`src/rtl/leaf_run_distributor.sv`:
```
// Cuts a presorted stream into RUN_LEN-item runs, each closed by a zero terminator,
// dealt round-robin to leaf FIFOs. Define LEAF_DIST_ZERO_GUARD_EN to remap zero items to 1.
module leaf_run_distributor #(
  parameter int unsigned N_LEAVES = 16,
  parameter int unsigned DATA_W   = 32,
  parameter int unsigned RUN_LEN  = 4
) (
  input  logic                i_clk,
  input  logic                i_rst,
  input  logic [DATA_W-1:0]   i_data,
  input  logic                i_valid,
  input  logic                i_last,
  output logic                o_ready,
  input  logic [N_LEAVES-1:0] i_fifo_full,
  output logic [DATA_W-1:0]   o_fifo_item,
  output logic [N_LEAVES-1:0] o_fifo_write,
  output logic                o_done
`ifdef LEAF_DIST_ZERO_GUARD_EN
  ,
  output logic                o_zero_seen
`endif
);

  localparam int unsigned CW = (RUN_LEN > 1) ? $clog2(RUN_LEN) : 1;
  localparam int unsigned LW = $clog2(N_LEAVES);

  localparam logic [1:0] S_FILL  = 2'd0;
  localparam logic [1:0] S_TERM  = 2'd1;
  localparam logic [1:0] S_FLUSH = 2'd2;
  localparam logic [1:0] S_DONE  = 2'd3;

  logic [1:0]          state_q, state_d;
  logic [LW-1:0]       leaf_q, leaf_d;
  logic [CW-1:0]       count_q, count_d;
  logic                last_seen_q, last_seen_d;
  logic [N_LEAVES-1:0] write_q, write_d;
  logic [DATA_W-1:0]   item_q, item_d;

  logic                leaf_full;
  logic [LW-1:0]       leaf_nxt;
  logic                xfer;
  logic [DATA_W-1:0]   item_in;

  assign leaf_full = i_fifo_full[leaf_q];
  assign leaf_nxt  = (leaf_q == LW'(N_LEAVES - 1)) ? '0 : leaf_q + 1'b1;
  assign o_ready   = (state_q == S_FILL) && !leaf_full;
  assign xfer      = i_valid && o_ready;

`ifdef LEAF_DIST_ZERO_GUARD_EN
  logic zero_seen_q;

  assign item_in     = (i_data == '0) ? DATA_W'(1) : i_data;
  assign o_zero_seen = zero_seen_q;

  always_ff @(posedge i_clk or posedge i_rst) begin
    if (i_rst) begin
      zero_seen_q <= 1'b0;
    end else if (xfer && (i_data == '0)) begin
      zero_seen_q <= 1'b1;
    end
  end
`else
  assign item_in = i_data;
`endif

  always_comb begin
    state_d     = state_q;
    leaf_d      = leaf_q;
    count_d     = count_q;
    last_seen_d = last_seen_q;
    write_d     = '0;
    item_d      = item_q;
    case (state_q)
      S_FILL: begin
        if (xfer) begin
          write_d[leaf_q] = 1'b1;
          item_d          = item_in;
          if ((count_q == CW'(RUN_LEN - 1)) || i_last) begin
            state_d     = S_TERM;
            last_seen_d = i_last;
          end else begin
            count_d = count_q + 1'b1;
          end
        end
      end
      S_TERM: begin
        if (!leaf_full) begin
          write_d[leaf_q] = 1'b1;
          item_d          = '0;
          count_d         = '0;
          leaf_d          = leaf_nxt;
          state_d         = last_seen_q ? S_FLUSH : S_FILL;
        end
      end
      S_FLUSH: begin
        // Back at leaf 0 means every leaf now holds the same number of terminators.
        if (leaf_q == '0) begin
          state_d = S_DONE;
        end else if (!leaf_full) begin
          write_d[leaf_q] = 1'b1;
          item_d          = '0;
          leaf_d          = leaf_nxt;
        end
      end
      default: begin
        last_seen_d = 1'b0;
        leaf_d      = '0;
        count_d     = '0;
        state_d     = S_FILL;
      end
    endcase
  end

  always_ff @(posedge i_clk or posedge i_rst) begin
    if (i_rst) begin
      state_q     <= S_FILL;
      leaf_q      <= '0;
      count_q     <= '0;
      last_seen_q <= 1'b0;
      write_q     <= '0;
      item_q      <= '0;
    end else begin
      state_q     <= state_d;
      leaf_q      <= leaf_d;
      count_q     <= count_d;
      last_seen_q <= last_seen_d;
      write_q     <= write_d;
      item_q      <= item_d;
    end
  end

  assign o_fifo_write = write_q;
  assign o_fifo_item  = item_q;
  assign o_done       = (state_q == S_DONE);

endmodule

```
`config.mk`:
```
export PLATFORM = sky130hd
export DESIGN_NAME = leaf_run_distributor
export DESIGN_NICKNAME = d
export VERILOG_FILES = /design/src/rtl/leaf_run_distributor.sv
export SDC_FILE = /design/constraint.sdc
export NUM_CORES = 1
export LEC_CHECK = 0
export BUFFER_PORTS_ARGS = -buffer_cell sky130_fd_sc_hd__buf_2
export CAP_MARGIN = 15
export CORE_ASPECT_RATIO = 1.25
export CORE_UTILIZATION = 52
export CTS_CLUSTER_DIAMETER = 30
export DETAILED_ROUTE_END_ITERATION = 8
export GPL_TIMING_DRIVEN = 1
export PLACE_DENSITY = 0.84
export SYNTH_ARGS = -nofsm -noshare
export SYNTH_HDL_FRONTEND = slang
export SYNTH_SLANG_ARGS = --single-unit
export TNS_END_PERCENT = 100
```
`constraint.sdc`:
```
create_clock -name i_clk -period 6 [get_ports i_clk]
set_clock_uncertainty 0.2 [all_clocks]
set_input_delay 1.2 -clock i_clk [delete_from_list [all_inputs] [get_ports i_clk]]
set_output_delay 1.2 -clock i_clk [all_outputs]
set_load 0.02 [all_outputs]
```
Word level (Yosys, flattened, before mapping)
Cells that the tools add are included.

storage, ports and cells
  flip-flop bits (word level) = 57
  bits of input ports = 52
  logic and storage cells = 67

operators by class
  magnitude comparators = 2
  multiplexer cells = 29
  eq/ne operators = 11
  reductions and logical operators = 14
  add/sub/neg operators = 2
  bitwise gates (word level) = 3

operators by type and width
  kind                                                                          count
  32-bit 2-to-1 mux                                                             3
  32-bit case mux with 3 select lines                                           1
  16-bit 2-to-1 mux                                                             3
  16-bit case mux with 3 select lines                                           1
  2-bit 2-to-1 mux                                                              8
  4-bit 2-to-1 mux                                                              3
  2-bit case mux with 3 select lines                                            2
  4-bit case mux with 3 select lines                                            1
  2-bit != test, second input constant                                          5
  4-bit AND reduction                                                           2
  2-bit equality test, second input constant                                    3
  3-bit AND reduction                                                           2
  4-bit by 5-bit less-than comparator with 1-bit output, second input constant  1
  4-bit by 1-bit adder with 4-bit output, second input constant                 1
  1-bit binary-select mux with 4-bit select                                     1
  1-bit demux with 4-bit select                                                 1
  4-bit equality test, second input constant                                    1
  4-bit by 1-bit >= comparator with 1-bit output, second input constant         1
  4-bit logical NOT                                                             1
  1-bit 2-to-1 mux                                                              4
  1-bit logical AND                                                             3
  1-bit NOT                                                                     3
  3-bit nonzero test                                                            1
  2-bit by 1-bit adder with 2-bit output, second input constant                 1
  other kinds (8)                                                               8

Longest topological paths before layout
Gate-level depths: netlist of run 1.

  depth in word-level cells = 7
  mapped depth = 9

Worst setup path before layout of run 1
OpenSTA, ideal clock, no wires.

  path kind = input to output
  start = in i_fifo_full[7]
  end = out o_ready
  arrival time = 2.545 ns
  stages on the path = 7
  data required time = 4.600 ns
  slack = 2.055 ns
  cell sequence = mux2i_1 mux4_2 and2_1 buf_6 or2_0 buf_2 and2_2

between the ends
  cells in the longest elaborated chain, start to end = 4

ends and longest elaborated chain
  item                                       line  text
  start: declaration                         14    input logic [N_LEAVES-1:0] i_fifo_full,
  1-bit binary-select mux with 4-bit select  44    assign leaf_full = i_fifo_full[leaf_q];
  1-bit 2-to-1 mux (not written as such)     44
  1-bit logical NOT                          n/a
  1-bit logical AND                          46    assign o_ready = (state_q == S_FILL) && !leaf_full;
  end: declaration                           13    output logic o_ready,

No other way between the ends. The select of a mux whose other input is x is not followed.

Worst setup path after layout of run 1
  start = in i_fifo_full[5]
  end = out o_ready

Same word-level chain as after synthesis.

==> reports/results.ini, run 1 <==
[power_and_ir_drop]
p_int_w=0.00103
power_frac_clock=0.162
powerDensity_mw_per_mm2=552
switchingPower_w=0.000792
p_leak_nw=1.73
seqPwrFrac=0.334
irDropWorstVdd_mv=0.366
sw_frac_of_total=0.434
p_comb_frac=0.504
finalPower_w=0.00183

[sta]
relSlewSlack=0.615
fin_crit_ps=4230
fin_tns_setup_ps=0
rsz0062_at_grt=no
fin_crit_sh=0.706
setup_viol_count_final=0
drv_slew=0
worst-slew-pin-transition_ps=577
final.setup.worst_slack_ps=1770
hold_viol_final=0
fmax_mhz=236

[cts]
h-tree-depth=3
cts_setup_buffers=0
clockBufferDepth=2
clkLatencyLatePin_ps=330
cts_tree=yes
cts_made_buffers=9
clock-sinks=57
cts_root_buf=clkbuf_8
cts_resized=0
clkTransAtPathRegs_ps=60
cts_hold_buf=0

[grt]
grt_max_degree=58
first_global_vias=1923
grt-ovfl-total=0
grt_pass1_wl_um=9090
grtUsageTotal=0.227
antenna_found_initial=0

[critical_path]
startpoint=i_fifo_full[5]
cp_slowest_cell=mux4_2
required_ps=4600
reg2reg_from=leaf_q[1]
cp_num_buf_inv=2
cp_cell_sequence=buf_2, mux2i_1, mux4_2, and2_1, or2_0, and2_2, buf_2
critPathMaxStageDelay_ps=500
crit_path_max_fanout=8
path_common_cell=buf_2
crit_type=in -> out
cp_data_arrival_time_ps=2830
start_kind=input port
cp-end-kind=output pin
critical-path-top-delay-family=simple AND/OR/NAND/NOR gates

[yosys]
yosysWarnings=0
synthAdderAreaFrac=0.0471
synth_top_family_by_area=compound AO/OA/AOI/OAI gates
syn_area_per_cell_um2=12.1
synth_edf_count=0
syn-cell-area_mm2=0.00266
synth_fp_nets=282
post-synth-top-area-fraction=0.537
yosysMostFrequentCell=dfrtp_1
synth-xor-area-share=0
ys_ff_latch=57
ys.flop_type=dfrtp_1
synth_commonest_cells=dfrtp_1 (57), a22o_1 (37), nor2_1 (22), nand2_1 (12), ha_1 (10)
synthSimpleGateAreaFrac=0.119
muxShareOfSynthArea=0.0386
synth_seq_area_share=0.537
yosys-top-cells-area=dfrtp_1 (54%), a22o_1 (12%), ha_1 (4.7%)
synth-compound-area-share=0.204
synth.distinct_cells=40
syn_inst=220
synth_area_leader_cell=dfrtp_1
async_reset_ff_frac=1.00

[floorplan]
initial_core_util=0.550
die_w_um=65.9
die_area_mm2=0.00540
die_y_um=81.9
coreArea_mm2=0.00483
num_io_pins=102
rows=28

[job]
drv_cap=0

[drt]
ant_nets=0
wl_per_cell_um=15.2
drc=0
drt_iter0_markers=115
first_pass_iters=4
dr_total_vias=2139
viasPerCell=5.54
wirelength_um=5850

[finish]
drive_above_1_share=0.393
final_area_mm2=0.00331
synthToLayoutAreaGrowth_pct=24.5
n_antenna_cell=0
fin_nets=383
layout.cells.non_filler=386

[placement]
preCtsSetupSlack_ps=1770
dp_hpwl_um=4220
place_inst=369
place_area_mm2=0.00313
gp_congestion=0.931
port_buffers=101

[outcome]
status=complete, no violations

[hold_path]
hold_path_class=reg -> reg
hp-start=o_fifo_item[20]

-- state kept, by name (all words and copies together), names as in the netlist --
signal        cells
count_q           2
last_seen_q       1
leaf_q            4
o_fifo_item      32
o_fifo_write     16
state_q           2
-- worst reg2reg max path, delay by kind of cell (launching register included) --
kind             cells  cell delay (ps)
flip-flops           1              710
AND/OR/NAND/NOR      1              120
multiplexers         1              330
AO/OA/AOI/OAI        4             1530
-- cells by family after synthesis --
family,Yosys count
AO/OA/AOI/OAI,62
flip-flops,57
AND/OR/NAND/NOR,62
adder cells (fa/ha/maj),10
buffers and inverters,20
multiplexers,9
-- cells in the final DEF (no fill, tap or decap), types with 2 or more instances in the layout --
cell	n
o21ai_0	2
nor3_1	2
clkinvlp_4	2
and2_1	2
a31oi_1	2
inv_1	6
a211o_1	2
nand4b_1	2
buf_2	101
nand2_1	12
nand3_1	4
a21oi_1	4
nor2_1	22
clkbuf_8	9
dfrtp_1	57
nand2b_1	6
a221o_1	4
o2bb2ai_1	2
mux2i_1	8
a22o_1	37
nor3b_1	2
nand3b_1	3
clkinv_2	4
ha_1	10
-- layer usage --
metal  wire (um)  global-route usage
met1        2480               0.277
met2        2830               0.378
met3         413              0.0542
met4         134               0.106
met5           0                   0
-- stage by stage --
stage / utilization / hold slack, ps
final: 0.685 / 293
after detailed placement: 0.647 / 277
after global routing: 0.685 / 309
after CTS: 0.680 / 300
after global placement: 0.647 / 277
after floorplan: - / 260
-- power groups by stage --
stage | registers (W) | logic, W | clock network (W)
after global placement | 0.000606 | 0.000895 | 0
after detailed placement | 0.000615 | 0.000908 | 0
final | 0.000609 | 0.000920 | 0.000296
after global routing | 0.000624 | 0.00100 | 0.000319
after floorplan | 0.000713 | 0.000656 | 0
after CTS | 0.000608 | 0.000920 | 0.000302
-- area by class of cell --
type / instances / area [um2]
Multi-Input combinational cell: 143 / 1090
Sequential cell: 57 / 1430
Clock inverter: 6 / 35.0
Fill cell: 355 / 1530
Clock buffer: 10 / 128
Tap cell: 60 / 75.1
Inverter: 7 / 26.3
Timing Repair Buffer: 103 / 533
-- final timing paths --
path	to	slack, ps	depth (start not counted)
worst max register to register	o_fifo_item[13]	2990	6
worst max-delay path	o_ready	1770	7
max in group asynchronous	o_fifo_item[20]	4400	3
worst min-delay path	o_fifo_item[20]	290	1
min in group asynchronous	o_fifo_item[29]	670	2
worst min register to register	o_fifo_item[20]	290	1
No activity file was read; power rests on OpenSTA's default activity.
==> run 2, diff against run 1 <==
--- a/config.mk
+++ b/config.mk
@@ -8,11 +8,11 @@
 export BUFFER_PORTS_ARGS = -buffer_cell sky130_fd_sc_hd__buf_2
 export CAP_MARGIN = 15
 export CORE_ASPECT_RATIO = 1.25
-export CORE_UTILIZATION = 52
+export CORE_UTILIZATION = 44
 export CTS_CLUSTER_DIAMETER = 30
 export DETAILED_ROUTE_END_ITERATION = 8
 export GPL_TIMING_DRIVEN = 1
-export PLACE_DENSITY = 0.84
+export PLACE_DENSITY = 0.76
 export SYNTH_ARGS = -nofsm -noshare
 export SYNTH_HDL_FRONTEND = slang
 export SYNTH_SLANG_ARGS = --single-unit
==> constraint.sdc (replaced) <==
create_clock -name i_clk -period 3.4 [get_ports i_clk]
set_clock_uncertainty 0.2 [all_clocks]
set_input_delay 0.68 -clock i_clk [delete_from_list [all_inputs] [get_ports i_clk]]
set_output_delay 0.68 -clock i_clk [all_outputs]
set_load 0.02 [all_outputs]
==> run 2 against run 1 <==
  * Setup slack lost 1500 ps
  * Critical path depth shrank 1
  * Design area grew 3.5%
  * Critical endpoint unchanged
  * Highest routed layer unchanged
==> reports/results.ini, run 2 (synthesis gave the netlist of run 1 again) <==
[outcome]
status=complete, no violations

[drt]
first_pass_iters=4
wirelength_um=5990
wl_per_cell_um=15.1
dr_total_vias=2135
viasPerCell=5.39
drc=0
ant_nets=0
drt_iter0_markers=149

[critical_path]
required_ps=2520
start_kind=register
cp_data_arrival_time_ps=2270
crit_type=reg -> out
crit_path_max_fanout=8
cp-end-kind=output pin

[floorplan]
initial_core_util=0.457
num_io_pins=102
die_y_um=88.9
die_area_mm2=0.00636
die_w_um=71.5
rows=31
coreArea_mm2=0.00582

[cts]
clock-sinks=57
clkTransAtPathRegs_ps=70
cts_hold_buf=0
cts_made_buffers=9
cts_root_buf=clkbuf_8
cts_resized=0
h-tree-depth=3
cts_setup_buffers=0
clockBufferDepth=2
cts_tree=yes
clkLatencyLatePin_ps=330

[placement]
port_buffers=101
dp_hpwl_um=4280
place_area_mm2=0.00317
gp_congestion=0.901
preCtsSetupSlack_ps=370

[grt]
grtUsageTotal=0.195
first_global_vias=1935
grt_pass1_wl_um=9290
antenna_found_initial=0
grt-ovfl-total=0
grt_max_degree=58

[finish]
drive_above_1_share=0.400
nFillCells=485
fin_nets=387
seq_area_mm2=0.00143
layout_common_cells=buf_2 (101), dfrtp_1 (57), a22o_1 (37)
n_antenna_cell=0
multi_input_area_mm2=0.00109
final_common_cell=buf_2
synthToLayoutAreaGrowth_pct=28.9
largest_reg_flops=32
final_area_mm2=0.00343

[power_and_ir_drop]
powerDensity_mw_per_mm2=1030
p_leak_nw=1.79
irDropWorstVdd_mv=0.511

[sta]
fin_tns_setup_ps=0
hold_ws_ps=296
rsz0062_at_grt=no
fin_crit_ps=3150
relSlewSlack=0.535
final.setup.worst_slack_ps=249
hold_viol_final=0
drv_slew=0
setup_viol_count_final=0
fmax_mhz=317
fin_crit_sh=0.927
worst-slew-pin-transition_ps=698

[job]
drv_cap=0

[hold_path]
hold_path_class=reg -> reg

-- run 2: where the power goes --
part	total, W	internal (W)	switching, W	leakage [nW]
clock	0.000792	0.000529	0.000263	0.127
combinational	0.00170	0.000684	0.00102	0.918
sequential	0.00103	0.000906	0.000127	0.748
total	0.00352	0.00212	0.00140	1.79
-- run 2: stage by stage --
step            util  std cells  total power, W
2_1_floorplan      -        220         0.00242
3_3_place_gp   0.545        380         0.00270
3_5_place_dp   0.545        380         0.00273
4_1_cts        0.589        396         0.00355
5_1_grt        0.589        396         0.00376
6_report       0.589        396         0.00352
-- run 2: area by class of cell --
type	count	share of cell area
Sequential cell	57	0.416
Multi-Input combinational cell	143	0.317
Timing Repair Buffer	107	0.161
Clock buffer	12	0.0453
Clock inverter	4	0.0289
Tap cell	66	0.0241
Inverter	7	0.00767
-- run 2: metal layers --
layer	track usage	wire length, um	share of wire
met5	0	0	0
met1	0.245	2690	0.45
met4	0.0802	62	0.010
met2	0.322	2840	0.47
met3	0.0541	401	0.067
-- run 2: worst max-delay path, cell delays in order, from the launching register on --
cell and delay [ps]:
dfrtp_1 460, mux2i_1 160, mux4_2 480, and2_1 260, or2_0 240, and2_2 190
buf_2 150
-- run 2: worst paths after layout --
check | start | endpoint | slack [ps] | depth (start not counted)
max | leaf_q[1] | o_ready | 250 | 6
min | o_fifo_item[24] | o_fifo_item[24] | 300 | 1
max reg2reg | leaf_q[1] | o_fifo_item[6] | 420 | 7
min reg2reg | o_fifo_item[24] | o_fifo_item[24] | 300 | 1
max in group asynchronous | i_rst | o_fifo_item[6] | 2190 | 3
min in group asynchronous | i_rst | o_fifo_write[10] | 350 | 3
==> run 3, diff against run 2 <==
--- a/config.mk
+++ b/config.mk
@@ -5,14 +5,15 @@
 export SDC_FILE = /design/constraint.sdc
 export NUM_CORES = 1
 export LEC_CHECK = 0
+export ABC_AREA = 1
 export BUFFER_PORTS_ARGS = -buffer_cell sky130_fd_sc_hd__buf_2
 export CAP_MARGIN = 15
 export CORE_ASPECT_RATIO = 1.25
-export CORE_UTILIZATION = 44
+export CORE_UTILIZATION = 47
 export CTS_CLUSTER_DIAMETER = 30
 export DETAILED_ROUTE_END_ITERATION = 8
 export GPL_TIMING_DRIVEN = 1
-export PLACE_DENSITY = 0.76
+export PLACE_DENSITY = 0.77
 export SYNTH_ARGS = -nofsm -noshare
 export SYNTH_HDL_FRONTEND = slang
 export SYNTH_SLANG_ARGS = --single-unit
==> run 3 against run 2 <==
  * Utilization grew 0.19 points
  * Wire length grew 17%
  * Sequential power is essentially flat
  * Clock power shrank 19%
  * Total power grew 6.8%
  * Critical path depth grew 4
  * Critical path type unchanged
  * Largest cell class unchanged
==> reports/results.ini, run 3 <==
[drt]
ant_nets=0
viasPerCell=4.52
wirelength_um=7040
dr_total_vias=2878
drt_iter0_markers=110
drc=0
first_pass_iters=4
wl_per_cell_um=11.0

[yosys]
ys.flop_type=dfrtp_1
synth_edf_count=0
async_reset_ff_frac=1.00
synth_area_leader_cell=dfrtp_1
synth_commonest_cells=inv_1 (102), nand2_1 (89), dfrtp_1 (57), nor2_1 (55), nand2_2 (33)
ys_ff_latch=57
syn_inst=440
yosysWarnings=0
synth_fp_nets=502
yosys-top-cells-area=dfrtp_1 (43%), inv_1 (11%), nand2_1 (10%)
syn_area_per_cell_um2=7.62
synth_seq_area_share=0.425
synth.distinct_cells=29
syn-cell-area_mm2=0.00335
yosysMostFrequentCell=inv_1
post-synth-top-area-fraction=0.425

[floorplan]
rows=34
num_io_pins=102
die_y_um=96.4
coreArea_mm2=0.00693
die_w_um=77.6
initial_core_util=0.484
die_area_mm2=0.00748

[cts]
cts_hold_buf=0
cts_root_buf=clkbuf_8
cts_resized=0
cts_tree=yes
clkTransAtPathRegs_ps=70
h-tree-depth=3
clkLatencyLatePin_ps=320
clockBufferDepth=2
clock-sinks=57
cts_setup_buffers=0
cts_made_buffers=9

[finish]
n_antenna_cell=0
layout.cells.non_filler=637
largest_reg_flops=32
fin_nets=604
drive_above_1_share=0.303
layout_common_cells=inv_1 (101), buf_2 (101), nand2_1 (89)
synthToLayoutAreaGrowth_pct=22.2
final_area_mm2=0.00410

[sta]
fin_crit_ps=2780
setup_viol_count_final=0
worst-slew-pin-transition_ps=711
rsz0062_at_grt=no
fin_crit_sh=0.819
relSlewSlack=0.526
drv_slew=0
hold_viol_final=0
final.setup.worst_slack_ps=617
fmax_mhz=359
fin_tns_setup_ps=0

[placement]
gp_congestion=0.813
place_inst=621
place_area_mm2=0.00389
dp_hpwl_um=5030
preCtsSetupSlack_ps=930
port_buffers=101

[critical_path]
start_kind=register
cp-end-kind=output pin
required_ps=2520
cp_data_arrival_time_ps=1900
crit_path_max_fanout=13
crit_type=reg -> out

[job]
drv_cap=0

[hold_path]
hold_path_class=reg -> reg

[power_and_ir_drop]
irDropWorstVdd_mv=0.738
powerDensity_mw_per_mm2=919
p_leak_nw=2.59

[grt]
grt_max_degree=58
grtUsageTotal=0.198
grt-ovfl-total=0
grt_pass1_wl_um=11600
antenna_found_initial=0
first_global_vias=2699

[outcome]
status=complete, no violations

==> run 3: metrics by stage <==
stage          total power (W)   util  hold slack, ps
6_report               0.00376  0.591             285
5_1_grt                0.00409  0.591             313
4_1_cts                0.00381  0.591             284
3_5_place_dp           0.00315  0.561             270
3_3_place_gp           0.00310  0.561             268
2_1_floorplan          0.00278      -             246
==> run 3: area by class of cell <==
cell class / instances / area, um2
Multi-Input combinational cell: 263 / 1420
Fill cell: 623 / 2840
Sequential cell: 57 / 1430
Clock inverter: 2 / 35.0
Clock buffer: 14 / 173
Inverter: 106 / 398
Timing Repair Buffer: 105 / 536
Tap cell: 90 / 113
==> run 3: worst paths after layout <==
path / start / endpoint / slack [ps] / depth (start not counted)
setup / recovery: leaf_q[0] / o_ready / 620 / 10
hold / removal: count_q[1] / count_q[1] / 280 / 2
setup reg to reg: leaf_q[0] / o_fifo_item[25] / 970 / 9
hold reg to reg: count_q[1] / count_q[1] / 280 / 2
max in group asynchronous: i_rst / o_fifo_item[18] / 2160 / 3
min in group asynchronous: i_rst / o_fifo_write[13] / 360 / 3
==> run 3: logic make-up after synthesis <==
| kind of cell | Yosys count | synth area share |
|---|---|---|
| compound gates | 45 | 0.100 |
| fa+ha+maj | 10 | 0.0373 |
| buf+inv | 120 | 0.152 |
| flops | 57 | 0.425 |
| simple gates | 208 | 0.285 |
==> run 3: worst max-delay path, stage by stage (launching register included) <==
cell and delay (ps):
dfrtp_1 600, inv_2 180, nand2_1 100, nand3_1 60
nand2_1 70, nand2_1 60, nand2_2 130, inv_1 50
nand2_1 120, nor2_1 50, buf_2 160
==> run 3: per-layer routing <==
| layer | wire (um) | global-route usage |
|---|---|---|
| met1 | 3060 | 0.233 |
| met2 | 3610 | 0.355 |
| met5 | 0 | 0 |
| met3 | 249 | 0.0366 |
| met4 | 111 | 0.0865 |
==> run 3: where the power goes <==
part / total [W] / leakage (nW) / switching [W] / internal (W)
logic: 0.00209 / 1.73 / 0.00142 / 0.000672
registers: 0.00103 / 0.754 / 0.000136 / 0.000894
clock network: 0.000645 / 0.107 / 0.000247 / 0.000398
total: 0.00376 / 2.59 / 0.00180 / 0.00196
